File: src/rtl/phased_cache_pkg.sv
// phased_cache_pkg: shared state type, way geometry and bit-vector helpers
// for the phased cache sequencer and fill controller.
package phased_cache_pkg;

    localparam int NUM_WAYS = 16;
    localparam int WAY_W    = 4;

    typedef enum logic [2:0] {IDLE, TAG, CMP, DATA, RESP} state_t;

    function automatic logic [WAY_W:0] popcount(input logic [NUM_WAYS-1:0] v);
        logic [WAY_W:0] n;
        n = '0;
        for (int i = 0; i < NUM_WAYS; i++) n = n + {{WAY_W{1'b0}}, v[i]};
        return n;
    endfunction

    // Lowest set bit wins; an all-zero vector encodes to way 0.
    function automatic logic [WAY_W-1:0] encode(input logic [NUM_WAYS-1:0] v);
        logic [WAY_W-1:0] w;
        w = '0;
        for (int i = NUM_WAYS - 1; i >= 0; i--) if (v[i]) w = i[WAY_W-1:0];
        return w;
    endfunction

endpackage

File: src/rtl/phased_cache_ctrl_if.sv
// phased_cache_ctrl_if: core request/response port plus tag/data array strobes;
// slave is the controller, master is the core/array side.
interface phased_cache_ctrl_if #(
    parameter int INDEX_W = 6,
    parameter int TAG_W   = 20
);
    logic               req_valid;
    logic               req_ready;
    logic               req_write;
    logic [INDEX_W-1:0] req_index;
    logic [TAG_W-1:0]   req_tag;
    logic [15:0]        way_mask;
    logic               tag_rd_en;
    logic [INDEX_W-1:0] tag_rd_index;
    logic [15:0]        tag_hit_vec;
    logic [15:0]        data_en;
    logic               data_we;
    logic [INDEX_W-1:0] data_index;
    logic               resp_valid;
    logic               resp_ready;
    logic               resp_hit;
    logic               resp_err;
    logic [3:0]         resp_way;
    logic [TAG_W-1:0]   resp_tag;

    modport master (
        output req_valid, req_write, req_index, req_tag, way_mask, tag_hit_vec, resp_ready,
        input  req_ready, tag_rd_en, tag_rd_index, data_en, data_we, data_index,
               resp_valid, resp_hit, resp_err, resp_way, resp_tag
    );

    modport slave (
        input  req_valid, req_write, req_index, req_tag, way_mask, tag_hit_vec, resp_ready,
        output req_ready, tag_rd_en, tag_rd_index, data_en, data_we, data_index,
               resp_valid, resp_hit, resp_err, resp_way, resp_tag
    );
endinterface

File: src/rtl/decoder4to16.sv
// decoder4to16: enabled binary-to-one-hot decoder.
module decoder4to16 (
    input  logic        en,
    input  logic [3:0]  in,
    output logic [15:0] out
);
    assign out = en ? 16'(1) << in : '0;
endmodule

File: src/rtl/phased_cache_ctrl.sv
// phased_cache_ctrl: tag-then-data sequencer for the 16-way phased cache; only the
// single hit way's data array is enabled, and a rotating pointer picks miss victims.
module phased_cache_ctrl
    import phased_cache_pkg::*;
#(
    parameter int INDEX_W = 6,
    parameter int TAG_W   = 20
) (
    input logic                clk,
    input logic                rst_n,
    phased_cache_ctrl_if.slave bus
);
    state_t             state, state_n;
    logic               wr, hit, err, hit_n, err_n;
    logic [INDEX_W-1:0] idx;
    logic [TAG_W-1:0]   tag;
    logic [WAY_W-1:0]   way, way_n, ptr, victim;
    logic [NUM_WAYS-1:0] hv, rot;
    logic [WAY_W:0]     cnt;

    // Rotate the mask so the pointer sits at bit 0, then take the lowest enabled way.
    always_comb begin
        hv     = bus.tag_hit_vec & bus.way_mask;
        cnt    = popcount(hv);
        rot    = NUM_WAYS'({bus.way_mask, bus.way_mask} >> ptr);
        victim = ptr + encode(rot);
        err_n  = bus.way_mask == '0 || cnt > 5'd1;
        hit_n  = !err_n && cnt == 5'd1;
        way_n  = hit_n ? encode(hv) : err_n ? '0 : victim;
    end

    always_comb begin
        state_n = state;
        case (state)
            IDLE:    state_n = bus.req_valid ? TAG : IDLE;
            TAG:     state_n = CMP;
            CMP:     state_n = hit_n ? DATA : RESP;
            DATA:    state_n = RESP;
            RESP:    state_n = bus.resp_ready ? IDLE : RESP;
            default: state_n = IDLE;
        endcase
    end

    always_ff @(posedge clk or negedge rst_n) begin
        if (!rst_n) begin
            state <= IDLE;
            wr    <= 1'b0;
            idx   <= '0;
            tag   <= '0;
            way   <= '0;
            hit   <= 1'b0;
            err   <= 1'b0;
            ptr   <= '0;
        end else begin
            state <= state_n;
            if (state == IDLE && bus.req_valid) begin
                wr  <= bus.req_write;
                idx <= bus.req_index;
                tag <= bus.req_tag;
            end
            if (state == CMP) begin
                way <= way_n;
                hit <= hit_n;
                err <= err_n;
            end
            if (state == RESP && bus.resp_ready && !hit && !err) ptr <= way + 1'b1;
        end
    end

    decoder4to16 u_dec (
        .en  (state == DATA),
        .in  (way),
        .out (bus.data_en)
    );

    assign bus.req_ready    = state == IDLE;
    assign bus.tag_rd_en    = state == TAG;
    assign bus.tag_rd_index = state == TAG ? idx : '0;
    assign bus.data_we      = state == DATA && wr;
    assign bus.data_index   = state == DATA ? idx : '0;
    assign bus.resp_valid   = state == RESP;
    assign bus.resp_hit     = state == RESP && hit;
    assign bus.resp_err     = state == RESP && err;
    assign bus.resp_way     = state == RESP ? way : '0;
    assign bus.resp_tag     = state == RESP ? tag : '0;
endmodule
File: src/flat_wrapper.sv
// flat-port wrapper written by rule: the top's interface ports become plain ports
module phased_cache_ctrl_flat import phased_cache_pkg::*;
#(
    parameter int INDEX_W = 6,
    parameter int TAG_W   = 20
)
  (clk, rst_n, bus_req_valid, bus_req_write, bus_req_index, bus_req_tag, bus_way_mask, bus_tag_hit_vec, bus_resp_ready, bus_req_ready, bus_tag_rd_en, bus_tag_rd_index, bus_data_en, bus_data_we, bus_data_index, bus_resp_valid, bus_resp_hit, bus_resp_err, bus_resp_way, bus_resp_tag);
  phased_cache_ctrl_if #(.INDEX_W(INDEX_W), .TAG_W(TAG_W)) bus_i ();
  input logic clk;
  input logic rst_n;
  input wire logic [$bits(bus_i.req_valid)-1:0] bus_req_valid;
  input wire logic [$bits(bus_i.req_write)-1:0] bus_req_write;
  input wire logic [$bits(bus_i.req_index)-1:0] bus_req_index;
  input wire logic [$bits(bus_i.req_tag)-1:0] bus_req_tag;
  input wire logic [$bits(bus_i.way_mask)-1:0] bus_way_mask;
  input wire logic [$bits(bus_i.tag_hit_vec)-1:0] bus_tag_hit_vec;
  input wire logic [$bits(bus_i.resp_ready)-1:0] bus_resp_ready;
  output wire logic [$bits(bus_i.req_ready)-1:0] bus_req_ready;
  output wire logic [$bits(bus_i.tag_rd_en)-1:0] bus_tag_rd_en;
  output wire logic [$bits(bus_i.tag_rd_index)-1:0] bus_tag_rd_index;
  output wire logic [$bits(bus_i.data_en)-1:0] bus_data_en;
  output wire logic [$bits(bus_i.data_we)-1:0] bus_data_we;
  output wire logic [$bits(bus_i.data_index)-1:0] bus_data_index;
  output wire logic [$bits(bus_i.resp_valid)-1:0] bus_resp_valid;
  output wire logic [$bits(bus_i.resp_hit)-1:0] bus_resp_hit;
  output wire logic [$bits(bus_i.resp_err)-1:0] bus_resp_err;
  output wire logic [$bits(bus_i.resp_way)-1:0] bus_resp_way;
  output wire logic [$bits(bus_i.resp_tag)-1:0] bus_resp_tag;
  assign bus_i.req_valid = bus_req_valid;
  assign bus_i.req_write = bus_req_write;
  assign bus_i.req_index = bus_req_index;
  assign bus_i.req_tag = bus_req_tag;
  assign bus_i.way_mask = bus_way_mask;
  assign bus_i.tag_hit_vec = bus_tag_hit_vec;
  assign bus_i.resp_ready = bus_resp_ready;
  assign bus_req_ready = bus_i.req_ready;
  assign bus_tag_rd_en = bus_i.tag_rd_en;
  assign bus_tag_rd_index = bus_i.tag_rd_index;
  assign bus_data_en = bus_i.data_en;
  assign bus_data_we = bus_i.data_we;
  assign bus_data_index = bus_i.data_index;
  assign bus_resp_valid = bus_i.resp_valid;
  assign bus_resp_hit = bus_i.resp_hit;
  assign bus_resp_err = bus_i.resp_err;
  assign bus_resp_way = bus_i.resp_way;
  assign bus_resp_tag = bus_i.resp_tag;
  phased_cache_ctrl #(.INDEX_W(INDEX_W), .TAG_W(TAG_W)) u_core (.clk(clk), .rst_n(rst_n), .bus(bus_i));
endmodule
File: config.mk
export PLATFORM = sky130hd
export DESIGN_NAME = phased_cache_ctrl_flat
export DESIGN_NICKNAME = d
export VERILOG_FILES = /design/src/rtl/phased_cache_pkg.sv /design/src/rtl/phased_cache_ctrl_if.sv /design/src/rtl/decoder4to16.sv /design/src/rtl/phased_cache_ctrl.sv /design/src/flat_wrapper.sv
export SDC_FILE = /design/constraint.sdc
export NUM_CORES = 1
export LEC_CHECK = 0
export BUFFER_PORTS_ARGS = -buffer_cell sky130_fd_sc_hd__buf_2
export CAP_MARGIN = 25
export CORE_MARGIN = 2
export CORE_UTILIZATION = 47
export DETAILED_ROUTE_END_ITERATION = 8
export MAX_ROUTING_LAYER = met4
export PLACE_DENSITY = 0.78
export SKIP_LAST_GASP = 1
export SYNTH_ARGS = -nofsm -noshare
export SYNTH_HDL_FRONTEND = slang
export SYNTH_SLANG_ARGS = --single-unit
File: constraint.sdc
create_clock -name clk -period 3.1 [get_ports clk]
set_input_delay 0.155 -clock clk [delete_from_list [all_inputs] [get_ports clk]]
set_output_delay 0.155 -clock clk [all_outputs]
set_load 0.01 [all_outputs]
=== Word-level counts from Yosys, hierarchy flattened ===
Cells that the tools add are included.

* Word-level logic and storage cells: 91
* Output and inout port bits: 58
* RAM bits: 0
* Bits in latches: 0
* Register bits: 40
* Memories: 0
* ROM bits: 0

* Shift operators: 2
* Add/subtract/negate cells: 17
* Reductions and logical operators: 14
* $mul: 0
* Div/mod/pow operators: 0
* Bitwise operators: 1
* Order comparisons: 1
* Eq/ne operators: 5
* Multiplexer cells: 43

{| class="wikitable"
|+ Operators with widths
! operator !! number
|-
| 4-bit two-way mux || 35
|-
| 5-bit by 1-bit adder with 5-bit output || 14
|-
| 32-bit by 4-bit right shift with 16-bit output || 1
|-
| 20-bit two-way mux || 1
|-
| 16-bit bitwise AND || 1
|-
| 16-bit zero test || 1
|-
| 16-bit two-way mux || 1
|-
| 1-bit by 4-bit << shifter with 16-bit output, first input constant || 1
|-
| 3-bit case mux with 5 select lines || 1
|-
| 6-bit two-way mux || 2
|-
| 1-bit logical AND || 8
|-
| 3-bit by 2-bit equality test with 1-bit output, second input constant || 2
|-
| 3-bit two-way mux || 2
|-
| 5-bit by 1-bit equality test with 1-bit output, second input constant || 1
|-
| 5-bit by 1-bit > comparator with 1-bit output, second input constant || 1
|-
| 4-bit by 1-bit adder with 4-bit output, second input constant || 1
|-
| 4-bit adder || 1
|-
| 3-bit by 1-bit equality test with 1-bit output, second input constant || 1
|-
| 3-bit equality test, second input constant || 1
|-
| 1-bit zero test || 3
|-
| 3-bit zero test || 1
|-
| 1-bit by 1-bit adder with 2-bit output || 1
|-
| 1-bit logical OR || 1
|-
| 1-bit two-way mux || 1
|}

=== Longest topological paths before layout ===
Gate-level depths: netlist (run 1).

* Depth in word-level cells: 22
* Depth in mapped cells: 20

=== Hierarchy ===
A second synthesis (run 1) with hierarchy kept.

* Cells, all modules: 417
* Area, all modules: 3853.7 µm²

{| class="wikitable"
|+ By module, submodules not included
! module !! instances !! cells an instance !! area an instance (µm²)
|-
| phased_cache_ctrl || 1 || 394 || 3733.6
|-
| decoder4to16 || 1 || 23 || 120.1
|}

=== Worst setup path before layout (run 1) ===
Ideal clock, no wire load.

* Kind: input -> register
* Start point: input bus_tag_hit_vec[0]
* End point: register u_core.way[3]
* Buffers on the path: 0
* Data required time: 3.034 ns
* Arrival time: 4.885 ns
* Setup time: 0.066 ns
* Stages: 17
* Slack: -1.851 ns
* Cell sequence: and2_1 ha_1 inv_1 fa_1 fa_1 fa_1 fa_1 inv_1 fa_1 fa_1 nor3_1 o2111ai_1 or2_2 nor2_1 nand4_1 nor3_1 a221o_1

* Longest elaborated chain between the ends: 21

{| class="wikitable"
|+ Ends and longest elaborated chain
! what !! RTL line !! RTL
|-
| start: declaration || flat_wrapper.sv:16 || <nowiki>input wire logic [$bits(bus_i.tag_hit_vec)-1:0] bus_tag_hit_vec;</nowiki>
|-
| 16-bit bitwise AND (*) || phased_cache_ctrl.sv:23 || <nowiki>hv = bus.tag_hit_vec & bus.way_mask;</nowiki>
|-
| 1-bit by 1-bit adder with 2-bit output || phased_cache_pkg.sv:13 || <nowiki>for (int i = 0; i < NUM_WAYS; i++) n = n + {{WAY_W{1'b0}}, v[i]};</nowiki>
|-
| 5-bit by 1-bit adder with 5-bit output (14 in series) || phased_cache_pkg.sv:13 ||
|-
| 5-bit by 1-bit > comparator with 1-bit output || phased_cache_ctrl.sv:27 || <nowiki>err_n = bus.way_mask == '0 || cnt > 5'd1;</nowiki>
|-
| 1-bit logical OR || phased_cache_ctrl.sv:27 ||
|-
| 1-bit zero test || phased_cache_ctrl.sv:28 || <nowiki>hit_n = !err_n && cnt == 5'd1;</nowiki>
|-
| 1-bit logical AND || phased_cache_ctrl.sv:28 ||
|-
| 4-bit two-way mux (*) || phased_cache_ctrl.sv:29 || <nowiki>way_n = hit_n ? encode(hv) : err_n ? '0 : victim;</nowiki>
|-
| end signal: assignment || phased_cache_ctrl.sv:62 || <nowiki>way <= way_n;</nowiki>
|-
| end: declaration || phased_cache_ctrl.sv:17 || <nowiki>logic [WAY_W-1:0] way, way_n, ptr, victim;</nowiki>
|}

Every way passes the cells marked *; elsewhere a longest branch is shown, timed or not.
A chain may end at the register's enable or synchronous reset.

=== Worst setup path in the final report (run 1) ===
Ends and elaborated chain as after synthesis.

==> results.json, run 1 <==
{
  "status": "finished with violations",
  "violations": "negative hold slack, negative setup slack",
  "cap_violations": 0,
  "crit_path_max_fanout": 4,
  "wl_per_cell_um": 15.8,
  "setup.worst_path.start_class": "input port",
  "dr.pass1.iters": 5,
  "overflow": 0,
  "cts.path.max_buffers": 2,
  "crit_top_cell": "fa_1",
  "die_h_um": 93.2,
  "crit_required_ps": 3330,
  "cts_made_buffers": 5,
  "cts_root_buffer": "clkbuf_8",
  "ys_types": 53,
  "rr_endpoint": "u_core.way[3]",
  "timing.fmax_ghz": 0.230,
  "grt_pass1_wl_um": 18100,
  "crit_path_end_kind": "register",
  "slowest_delay_ps": 520,
  "ios": 121,
  "dp_hpwl_um": 8700,
  "final_cell_mix": "buf_2, buf_4, and2_1",
  "gp_congestion": 0.965,
  "yosysWarningCount": 0,
  "io_buffers": 120,
  "ys_ff_latch": 40,
  "avgSynthCellArea_um2": 9.35,
  "setup_viol": 9,
  "ctsHoldBuffers": 0,
  "p_leak_uw": 0.00263,
  "relSlewSlack_pct": 41.2,
  "drt-met1-wl_um": 4450,
  "pwr_density_cell_mw_per_mm2": 695,
  "ys_seq_area_share_pct": 26.8,
  "initial_utilization_pct": 48.4,
  "ctsHtreeMaxLevel": 2,
  "placedCellCount": 674,
  "core_mm2": 0.00773,
  "cts_tree": "yes",
  "instances_no_fill": 687,
  "timing.final.crit_share_pct": 140,
  "met3_length_um": 451,
  "worstSkewPairLatency_ps": 290,
  "syn_inst": 400,
  "fin_crit_ps": 4350,
  "drtAntennaViolNets": 0,
  "critPathCapture": "u_core.way[3]",
  "grt_antenna_before_repair": 0,
  "worstSetupStartpoint": "bus_tag_hit_vec[0]",
  "setup_tns_ps": -9720,
  "synth_area_mm2": 0.00374,
  "vias": 3804,
  "worstHoldPathType": "input port to async pin",
  "routed_wl_um": 10800,
  "cpMaxStageDelayCell": "fa_1",
  "async_flop_share_pct": 100,
  "critPathBufInv": 3,
  "drc": 0,
  "synth_edf_count": 0,
  "drtIter0Drc": 187,
  "rsz0062_at_grt": "yes",
  "place_ws_ps": -1670,
  "viasPerCell": 5.54,
  "grt_util_all_layers_pct": 26.8,
  "grt_max_degree": 41,
  "fp.dieArea_mm2": 0.00869,
  "clk_pin_slew_ps": 80,
  "drive_above_1_share_pct": 45.8,
  "path_class": "input port to register",
  "setup_ws_ps": -1250,
  "power_uw": 3580,
  "wl_met2_um": 5730,
  "die_x_um": 93.2,
  "critPathTopFamily": "adder cells",
  "highest_layer": "met4",
  "path_cells": "buf_6 > and2_4 > ha_4 > inv_2 > fa_1 > fa_1 > fa_1 > fa_1 > inv_1 > fa_2 > fa_2 > nor3_4 > o2111ai_2 > or2_4 > nor2_4 > nand4_1 > nor3_1 > a221o_1",
  "finClkSkew_ps": 8.02,
  "area_delta_synth_final_pct": 37.5,
  "hold_violations": 40,
  "diodes": 0,
  "syn_nets": 488,
  "hold-worst-slack_ps": -26.9,
  "r2r_slack_ps": -630,
  "ir_worst_vdd_mv": 0.450,
  "tightestPinTransition_ps": 882,
  "synth_flop_cell": "dfrtp_1",
  "r2r-start": "u_core.ptr[1]",
  "fin_util_pct": 66.5,
  "num_rows": 32,
  "reg2reg_depth": 15,
  "layout.nets": 672,
  "grt_pass1_vias": 3883,
  "worst-path-stages": 18,
  "mostFrequentLayoutCell": "buf_2",
  "worst_ep_arrival_time_ps": 4580,
  "final-max-slew-violation-count": 0,
  "clock-sinks": 40
}
-- metrics by stage --
step                cell area [um^2]  hold slack, ps
finish                          5140           -26.9
floorplan                       3790            -141
CTS                             5120            2.51
detailed placement              4970             319
global route                    5140            23.6
global placement                4970             321
-- routing by layer --
layer	up-vias	track usage (%)
met2	135	47.1
met4	0	7.23
met3	21	3.14
met5	-	-
met1	1848	32.8
li1	1800	-
-- where the power goes --
| group | switching [uW] | internal (uW) |
|---|---|---|
| Sequential | 166 | 752 |
| Combinational | 1120 | 1180 |
| Clock | 181 | 181 |
-- Yosys cell counts (2+ instances only) --
library cell  number  share of area [%]
o21a_1             6                1.2
o21bai_1           3               0.60
nor3_1             4               0.54
nand3_1            9                1.2
mux4_1             2                1.4
or3_1              2               0.33
a31oi_1            4               0.67
nor2b_1            5               0.84
and3_1            21                3.5
buf_6              3               0.90
inv_1             22                2.2
nand4_1            2               0.33
nand2b_1           8                1.3
fa_1              11                5.9
and2_1            45                7.5
mux4_2            12                7.2
xor2_1             3               0.70
a21boi_0           2               0.40
a41oi_1            2               0.47
ha_1              14                4.7
o2111ai_1          2               0.47
mux2i_1            8                2.1
clkbuf_1          12                1.2
nor4_1             4               0.67
a221o_1            2               0.54
nand2_1           40                4.0
nor3b_1            2               0.40
o21ai_0           16                2.1
o211ai_1           3               0.60
dfrtp_1           40                 27
a21oi_1           17                2.3
nor2_1            20                2.0
mux2_2            34                 10
-- layout make-up --
type	count	area, um^2
multi-input cells	320	2640
fillers	626	2580
repair buffers	194	1200
flip-flops and latches	40	1000
well taps	102	128
clock buffers	7	86.3
inverters	23	86.3
clock inverters	1	7.51
-- state kept, by name, indices dropped and copies added (netlist names) --
register / cells
u_core.err: 1
u_core.state: 3
u_core.wr: 1
u_core.hit: 1
u_core.idx: 6
u_core.way: 4
u_core.tag: 20
u_core.ptr: 4
-- cell families after synthesis --
group                    Yosys count  synth area share (%)
flip-flops                        40                  26.8
AO/OA/AOI/OAI                     67                  11.8
AND/OR/NAND/NOR                  167                  23.7
buffers and inverters             40                  4.75
adder cells (fa/ha/maj)           25                  10.6
multiplexers                      57                  21.4
XOR/XNOR                           4                 0.937
-- worst min path at each step --
stage | cells past startpoint | endpoint | slack, ps
after floorplan | 0 | u_core.err | -140
after global placement | 1 | u_core.tag[1] | 320
after detailed placement | 1 | u_core.tag[12] | 320
after CTS | 1 | u_core.tag[5] | 3
after global routing | 1 | u_core.tag[19] | 20
final | 1 | u_core.tag[12] | -30
-- repair_timing --
action	4_1_cts	5_1_grt
gates cloned	0	0
resized for setup	10	1
buffers inserted	4	2
hold endpoints to repair	0	0
pin swaps	7	2
setup endpoints to repair	9	9
No activity file was read; power rests on OpenSTA's default activity.
==> run 2: changes to the inputs <==
--- a/config.mk
+++ b/config.mk
@@ -7,6 +7,7 @@
 export LEC_CHECK = 0
 export BUFFER_PORTS_ARGS = -buffer_cell sky130_fd_sc_hd__buf_2
 export CAP_MARGIN = 25
+export CORE_ASPECT_RATIO = 0.5
 export CORE_MARGIN = 2
 export CORE_UTILIZATION = 47
 export DETAILED_ROUTE_END_ITERATION = 8
==> results.json, run 2 (synthesized netlist as in run 1, its figures left out) <==
{
  "status": "finished with violations",
  "violations": "negative hold slack, negative setup slack",
  "ir_worst_vdd_mv": 0.548,
  "hold_violations": 6,
  "p_int_uw": 2340,
  "num_rows": 22,
  "pwr_density_cell_mw_per_mm2": 722,
  "wl_per_cell_um": 15.3,
  "core_mm2": 0.00751,
  "critPathTopFamily": "adder cells",
  "fillers": 560,
  "slowest_delay_ps": 520,
  "drc": 0,
  "fin_crit_ps": 4360,
  "worstSkewPairLatency_ps": 280,
  "cts_root_buffer": "clkbuf_16",
  "crit_top_cell": "fa_1",
  "power_frac_clock_pct": 13.6,
  "cts.path.max_buffers": 2,
  "p_leak_uw": 0.00273,
  "io_buffers": 120,
  "worstHoldPathType": "input port to async pin",
  "finClkSkew_ps": 3.26,
  "fp.dieArea_mm2": 0.00873,
  "instances_no_fill": 704,
  "die_x_um": 130,
  "grt_util_all_layers_pct": 27.2,
  "placedCellCount": 692,
  "viasPerCell": 5.35,
  "drive_above_1_share_pct": 47.5,
  "overflow": 0,
  "path_cells": "buf_4 > nand2_4 > inv_2 > ha_4 > inv_2 > fa_1 > fa_1 > fa_1 > fa_1 > inv_2 > fa_2 > fa_2 > nor3_4 > o2111ai_2 > or2_4 > nor2_4 > nand4_1 > nor3_2 > a221o_1",
  "tightestPinTransition_ps": 884,
  "crit_required_ps": 3320,
  "dr.pass1.iters": 5,
  "power_uw": 3840,
  "largest_reg_flops": 20,
  "hold-worst-slack_ps": -10.1,
  "critPathBufInv": 4,
  "final-max-slew-violation-count": 0,
  "routed_wl_um": 10800,
  "switchingPower_uw": 1510,
  "timing.fmax_ghz": 0.230,
  "cts_made_buffers": 5,
  "dp_hpwl_um": 8300,
  "setup.worst_path.start_class": "input port",
  "die_h_um": 67.1,
  "clk_pin_slew_ps": 60,
  "path_class": "input port to register",
  "grt_pass1_wl_um": 18100,
  "p_seq_share_pct": 23.9,
  "final_cell_mix": "buf_2, buf_4, and2_1",
  "vias": 3766,
  "gp_congestion": 0.939,
  "drtAntennaViolNets": 0,
  "initial_utilization_pct": 49.8,
  "cpMaxStageDelayCell": "fa_1",
  "grt_max_degree": 41,
  "top_regs": "u_core.tag x20, u_core.idx x6",
  "clock-sinks": 40,
  "regMostFlops": "u_core.tag",
  "switching_share_pct": 39.2,
  "relSlewSlack_pct": 41.0,
  "cap_violations": 0,
  "worst_ep_arrival_time_ps": 4570,
  "comb_power_share_pct": 62.5,
  "mostFrequentLayoutCell": "buf_2",
  "setup_viol": 9,
  "area_delta_synth_final_pct": 42.2,
  "timing.final.crit_share_pct": 140,
  "rsz0062_at_grt": "yes",
  "crit_path_end_kind": "register",
  "diodes": 0,
  "ios": 121,
  "drtIter0Drc": 208,
  "grt_pass1_vias": 3824,
  "layout.nets": 683,
  "crit_path_max_fanout": 3,
  "cts_tree": "yes",
  "setup_ws_ps": -1260,
  "grt_antenna_before_repair": 0,
  "ctsHtreeMaxLevel": 2
}
run 2: worst paths after layout:
check                                 from              to  cells past startpoint  slack (ps)
hold / removal                       rst_n   u_core.ptr[2]                      1         -10
max in group asynchronous            rst_n      u_core.err                      1        2550
setup reg to reg             u_core.ptr[3]   u_core.way[1]                     13        -540
hold reg to reg             u_core.tag[14]  u_core.tag[14]                      1         500
min in group clk            bus_req_tag[7]   u_core.tag[7]                      2         100
setup / recovery           bus_way_mask[1]   u_core.way[3]                     19       -1260
run 2: worst reg2reg max path, stage by stage (launching register included):
cell	delay (ps)
dfrtp_1	400
buf_12	160
mux4_2	560
nand2b_1	110
a32oi_1	120
o311ai_0	330
o21ai_0	140
a21oi_1	260
o2111ai_1	160
a31oi_1	220
ha_1	200
buf_4	110
fa_1	410
a221o_1	320
run 2: routing by layer:
layer | vias up | routed length [um] | global-route usage (%)
met1 | 1785 | 4650 | 33.5
met2 | 145 | 5270 | 46.3
met5 | - | 0 | -
met4 | 0 | 193 | 8.06
met3 | 20 | 644 | 4.98
li1 | 1816 | - | -
run 2: power by group through the flow:
stage               sequential [uW]  combinational [uW]  clock (uW)
floorplan                       859                1470           0
global placement                910                2240           0
detailed placement              918                2300           0
CTS                             917                2390         533
global route                    955                2660         558
finish                          918                2400         523
run 2: layout make-up:
| type | count | area, um^2 | share of cell area (%) |
|---|---|---|---|
| clock inverter | 2 | 15.0 | 0.282 |
| inverter | 23 | 86.3 | 1.62 |
| sequential | 40 | 1000 | 18.8 |
| tap | 108 | 135 | 2.54 |
| timing repair buffer | 205 | 1290 | 24.3 |
| multi-input combinational | 320 | 2650 | 49.9 |
| clock buffer | 6 | 139 | 2.61 |
run 2: stage by stage:
stage	setup WS [ps]	area [um^2]	utilization (%)	setup TNS [ps]	hold slack, ps
final	-1260	5320	70.8	-9750	-10.1
after global routing	-1450	5320	70.8	-11070	67.9
after CTS	-1190	5320	70.8	-9620	18.8
after detailed placement	-1670	5070	67.5	-12730	317
after global placement	-1540	5070	67.5	-11910	315
after floorplan	-1380	3790	-	-9820	-141
run 2: repair_timing:
item	4_1_cts	5_1_grt
gates resized for setup	13	7
setup endpoints to repair	9	9
hold buffers	0	0
pin swaps	5	0
buffers inserted	6	2
